`src/rtl/clk_div_ctrl.sv`:
```
// Programmable clock-enable divider controller: sequences the divide counter and
// applies new ratios only at period boundaries so every ratio switch is glitch-free.
module clk_div_ctrl #(
  parameter int unsigned CNT_W       = 8,
  parameter int unsigned DEFAULT_DIV = 2
) (
  input  logic             clk,
  input  logic             reset,
  input  logic             enable,
  input  logic             cfg_valid,
  input  logic [CNT_W-1:0] cfg_div,
  output logic             cfg_ready,
  output logic             cfg_err,
  output logic             tick,
  output logic             div_out,
  output logic             active,
  output logic [CNT_W-1:0] cnt
);

  typedef enum logic [1:0] {
    IDLE = 2'd0,
    RUN  = 2'd1,
    PEND = 2'd2
  } state_t;

  localparam logic [CNT_W-1:0] DIV_RST = CNT_W'(DEFAULT_DIV);

  state_t           state;
  logic [CNT_W-1:0] cur_div;
  logic [CNT_W-1:0] pend_div;
  logic             accept;
  logic             legal;
  logic             terminal;

  assign accept   = cfg_valid && cfg_ready;
  assign legal    = cfg_div >= CNT_W'(2);
  assign terminal = cnt == (cur_div - CNT_W'(1));

  // Status outputs are decoded from registers only.
  assign cfg_ready = state != PEND;
  assign active    = state != IDLE;
  assign tick      = active && terminal;
  assign div_out   = active && (cnt < (cur_div >> 1));

  always_ff @(posedge clk) begin
    if (reset) begin
      state    <= IDLE;
      cnt      <= '0;
      cur_div  <= DIV_RST;
      pend_div <= DIV_RST;
      cfg_err  <= 1'b0;
    end else begin
      cfg_err <= accept && !legal;
      case (state)
        IDLE: begin
          cnt <= '0;
          if (accept && legal) cur_div <= cfg_div;
          if (enable) state <= RUN;
        end
        RUN: begin
          if (!enable) begin
            // A ratio accepted while stopping is kept rather than dropped.
            state <= IDLE;
            cnt   <= '0;
            if (accept && legal) cur_div <= cfg_div;
          end else if (terminal) begin
            cnt <= '0;
            if (accept && legal) cur_div <= cfg_div;
          end else begin
            cnt <= cnt + CNT_W'(1);
            if (accept && legal) begin
              pend_div <= cfg_div;
              state    <= PEND;
            end
          end
        end
        PEND: begin
          if (!enable) begin
            state   <= IDLE;
            cnt     <= '0;
            cur_div <= pend_div;
          end else if (terminal) begin
            state   <= RUN;
            cnt     <= '0;
            cur_div <= pend_div;
          end else begin
            cnt <= cnt + CNT_W'(1);
          end
        end
        default: begin
          state <= IDLE;
          cnt   <= '0;
        end
      endcase
    end
  end

endmodule

```
`config.mk`:
```
export PLATFORM = sky130hd
export DESIGN_NAME = clk_div_ctrl
export DESIGN_NICKNAME = d
export VERILOG_FILES = /design/src/rtl/clk_div_ctrl.sv
export SDC_FILE = /design/constraint.sdc
export NUM_CORES = 1
export LEC_CHECK = 0
export CORE_MARGIN = 4
export CORE_UTILIZATION = 55
export CTS_BUF_LIST = sky130_fd_sc_hd__clkbuf_8
export DETAILED_ROUTE_END_ITERATION = 6
export GPL_ROUTABILITY_DRIVEN = 0
export PLACE_DENSITY = 0.78
export SLEW_MARGIN = 20
export SYNTH_ARGS = -nofsm -noshare
export SYNTH_HDL_FRONTEND = slang
export SYNTH_SLANG_ARGS = --single-unit
```
`constraint.sdc`:
```
create_clock -name clk -period 3.1 [get_ports clk]
set_input_delay 0.31 -clock clk [delete_from_list [all_inputs] [get_ports clk]]
set_output_delay 0.31 -clock clk [all_outputs]
set_load 0.005 [all_outputs]
```
==> flow_summary_export.csv <==
group,metric,value,unit
yosys,syn_avg_cell_area,8.94,um^2
routing,ant_nets,0,
die,pin_count,25,
clocking,cts_buffers,3,
die,die_x,61.9,um
worst_hold_path,hold_path_depth,2,
clocking,clkLatencyLatePin,0.28,ns
yosys,yosysWarnings,0,
power,p_int,0.588,mW
yosys,synth-seq-cells,27,
place,portBuffers,24,
timing,whs,0.513,ns
global_routing,grt_max_degree,21,
timing,finClkSkew,0.0133,ns
final_layout,syn2layout_area_growth,20.4,%
timing,fin_crit,2.93,ns
routing,drcViolationCount,0,
yosys,synth_seq_area_share,0.338,
setup_path,r2r_setup_slack,0.41,ns
timing,max_clock_freq,341,MHz
power,switching_share,0.319,
power,p_leak,0.826,nW
clocking,hold_buffers,0,
global_routing,grt_first_pass_wirelength,5750,um
die,core_area,2760,um^2
global_routing,grt_overflow_total,0,
clocking,cts-htree-levels,1,
timing,timing.final.ws_setup,0.169,ns
routing,via_per_inst,5.79,
timing,setup_tns,0,ns
global_routing,antenna_found_initial,0,
power,power_density,448,nW/um^2
setup_path,setup.worst_path.class,"reg -> out",
routing,drt-initial-drc-count,108,
final_layout,fin_cells,234,
worst_hold_path,min-delay-path-class,"reg -> reg",
routing,dr.pass1.iters,4,
timing,relSlewSlack,0.523,
setup_path,reg2reg_depth,9,
yosys,synthesis.nets,203,
timing,hold_viol_final,0,
die,rows,19,
die,dieArea,3840,um^2
power,pwr-share-comb,0.289,
timing,finalCritPeriodShare,0.946,
clocking,cts_sinks,27,
timing,rsz0062_at_grt,"no",
power,pwr-share-seq,0.472,
final_layout,multi_input_area,980,um^2
setup_path,crit_required,2.79,ns
routing,vias,1354,
setup_path,cp_max_fo,6,
yosys,ys_types,41,
setup_path,timing.rr.end,"cur_div[2]",
power,clkPwrFrac,0.240,
power,max-vdd-ir-drop,330,uV
place,placed_cells,230,
routing,wl_per_cell,14.7,um
worst_hold_path,min_from,"pend_div[7]",
setup_path,startpoint_type,"flip-flop",
clocking,cts_tree,"done",
final_layout,nFillCells,210,
setup_path,crit_path_end_kind,"primary output",
clocking,clockBufferDepth,2,
power,finalPower,0.862,mW
timing,worst_pin_slew,0.715,ns
yosys,synthesis.area,1600,um^2
place,pre_cts_slack,0.180,ns
final_layout,fin_nets,228,
status,outcome,"finished clean",
die,fp.dieH,61.9,um
final_layout,drive_gt1_frac,0.0887,
power,p_sw,0.275,mW
final_layout,diodes,0,
clocking,cts.clk_slew.worst_paths,0.10,ns
place,dp_hpwl,2650,um
global_routing,grt_pass1_vias,1264,
setup_path,r2r-start,"cur_div[0]",
clocking,root_buffer,"clkbuf_8",
worst_hold_path,min_to,"pend_div[7]",
setup_path,cp.arrival,2.62,ns
final_layout,regArea,542,um^2
timing,finalMaxSlewViolations,0,
yosys,synth_cells,179,
global_routing,grt_usage,0.201,
routing,wirelength,3440,um
timing,setup-violations-final,0,
die,initial_utilization,0.580,
run,maxCapViolCount,0,
placed cells by master, fill, tap and decap left out, types with 2 or more instances in the layout:
cell	count
xnor2_1	8
nand3_1	5
a211oi_1	13
buf_4	4
clkdlybuf4s50_1	23
mux2i_1	7
nand4_1	2
inv_1	13
a21oi_1	4
a211oi_2	2
nor2b_1	8
clkbuf_8	3
nor4_1	2
nor2_1	22
ha_1	12
a21o_1	6
and3_1	3
dfxtp_1	26
nor3_1	6
nand2_1	3
xor2_1	8
worst max path at each step:
stage,start,endpoint,cells after the start
final,cur_div[0],tick,9
after global routing,cur_div[0],tick,9
after CTS,cur_div[0],tick,9
after global placement,cur_div[2],div_out,9
after floorplan,cur_div[2],cur_div[5],8
after detailed placement,cur_div[2],div_out,9
kinds of logic (layout without fill, tap and decap cells):
family,count (synthesis),count (layout),share of synthesized area
AOI/OAI and AO/OA,39,39,0.196
xor gates and xnor gates,16,16,0.0876
adders and majority gates,12,12,0.0938
buffers and inverters,21,45,0.0547
DFF,27,27,0.338
muxes,7,7,0.0438
and+or+nand+nor,57,57,0.186
power by group through the flow:
stage / Sequential (mW) / Combinational, mW / Clock (mW)
3_3_place_gp: 0.410 / 0.242 / 0
4_1_cts: 0.405 / 0.249 / 0.218
2_1_floorplan: 0.404 / 0.179 / 0
3_5_place_dp: 0.413 / 0.250 / 0
6_report: 0.407 / 0.249 / 0.207
5_1_grt: 0.412 / 0.274 / 0.228
sequential cells by signal (all words and copies together), names as in the netlist:
signal    cells
cur_div       8
state         2
cfg_err       1
pend_div      8
cnt           8
worst max-delay path: stages (launching register included):
cell and delay, ns:
dfxtp_1 0.45, inv_1 0.09, ha_1 0.27, xor2_1 0.17
o22ai_1 0.10, o21ai_0 0.30, o2111ai_2 0.19, buf_4 0.19
nor2_1 0.08, clkdlybuf4s50_1 0.51
synthesized netlist by cell type:
library cell / instances / area [um^2]
and3_1: 3 / 18.8
o22ai_1: 1 / 6.26
nor2_1: 22 / 82.6
a2111oi_2: 1 / 15.0
o2111ai_2: 1 / 15.0
a31oi_1: 1 / 6.26
or4_1: 1 / 7.51
a211o_1: 1 / 8.76
o21a_1: 1 / 7.51
o31a_1: 1 / 8.76
or3_4: 1 / 11.3
o211a_1: 1 / 10.0
buf_2: 1 / 5.00
nor3_1: 6 / 30.0
clkbuf_1: 6 / 22.5
a221o_2: 1 / 11.3
nand3_1: 5 / 25.0
nor2b_1: 8 / 50.1
nand2b_1: 1 / 6.26
nand4_1: 2 / 12.5
a2111oi_0: 1 / 8.76
mux2i_1: 7 / 70.1
ha_1: 12 / 150
o21ai_0: 1 / 5.00
nand2_1: 3 / 11.3
o31ai_1: 1 / 7.51
a21o_1: 6 / 45.0
a211oi_1: 13 / 97.6
xor2_1: 8 / 70.1
nor4_2: 1 / 12.5
a31o_2: 1 / 8.76
o21bai_1: 1 / 7.51
buf_6: 1 / 11.3
nor4_1: 2 / 12.5
a211oi_2: 2 / 25.0
dfxtp_1: 27 / 541
inv_1: 13 / 48.8
nand4b_1: 1 / 8.76
a21oi_1: 4 / 20.0
xnor2_1: 8 / 70.1
nor4b_1: 1 / 8.76
layout make-up:
type                    count  share of cell area
repair buffers             28               0.140
flip-flops and latches     27               0.281
inverters                  13              0.0253
clock inverters             1             0.00390
well taps                  31              0.0201
clock buffers               3              0.0214
multi-input cells         131               0.508
stage by stage:
step	cell area, um^2	util
2_1_floorplan	1600	-
3_5_place_dp	1870	0.678
4_1_cts	1920	0.696
5_1_grt	1930	0.699
3_3_place_gp	1870	0.678
6_report	1930	0.699
routing by layer:
layer	global-route usage	wire, um	vias to the layer above
li1	-	-	687
met1	0.264	1650	631
met2	0.318	1600	27
met3	0.0331	101	9
met4	0.100	91	0
met5	0	0	-
timing repair:
action                     CTS  global route
setup endpoints to repair    1             1
setup buffers                0             0
resized for setup            3             1
No activity file was read; power rests on OpenSTA's default activity.
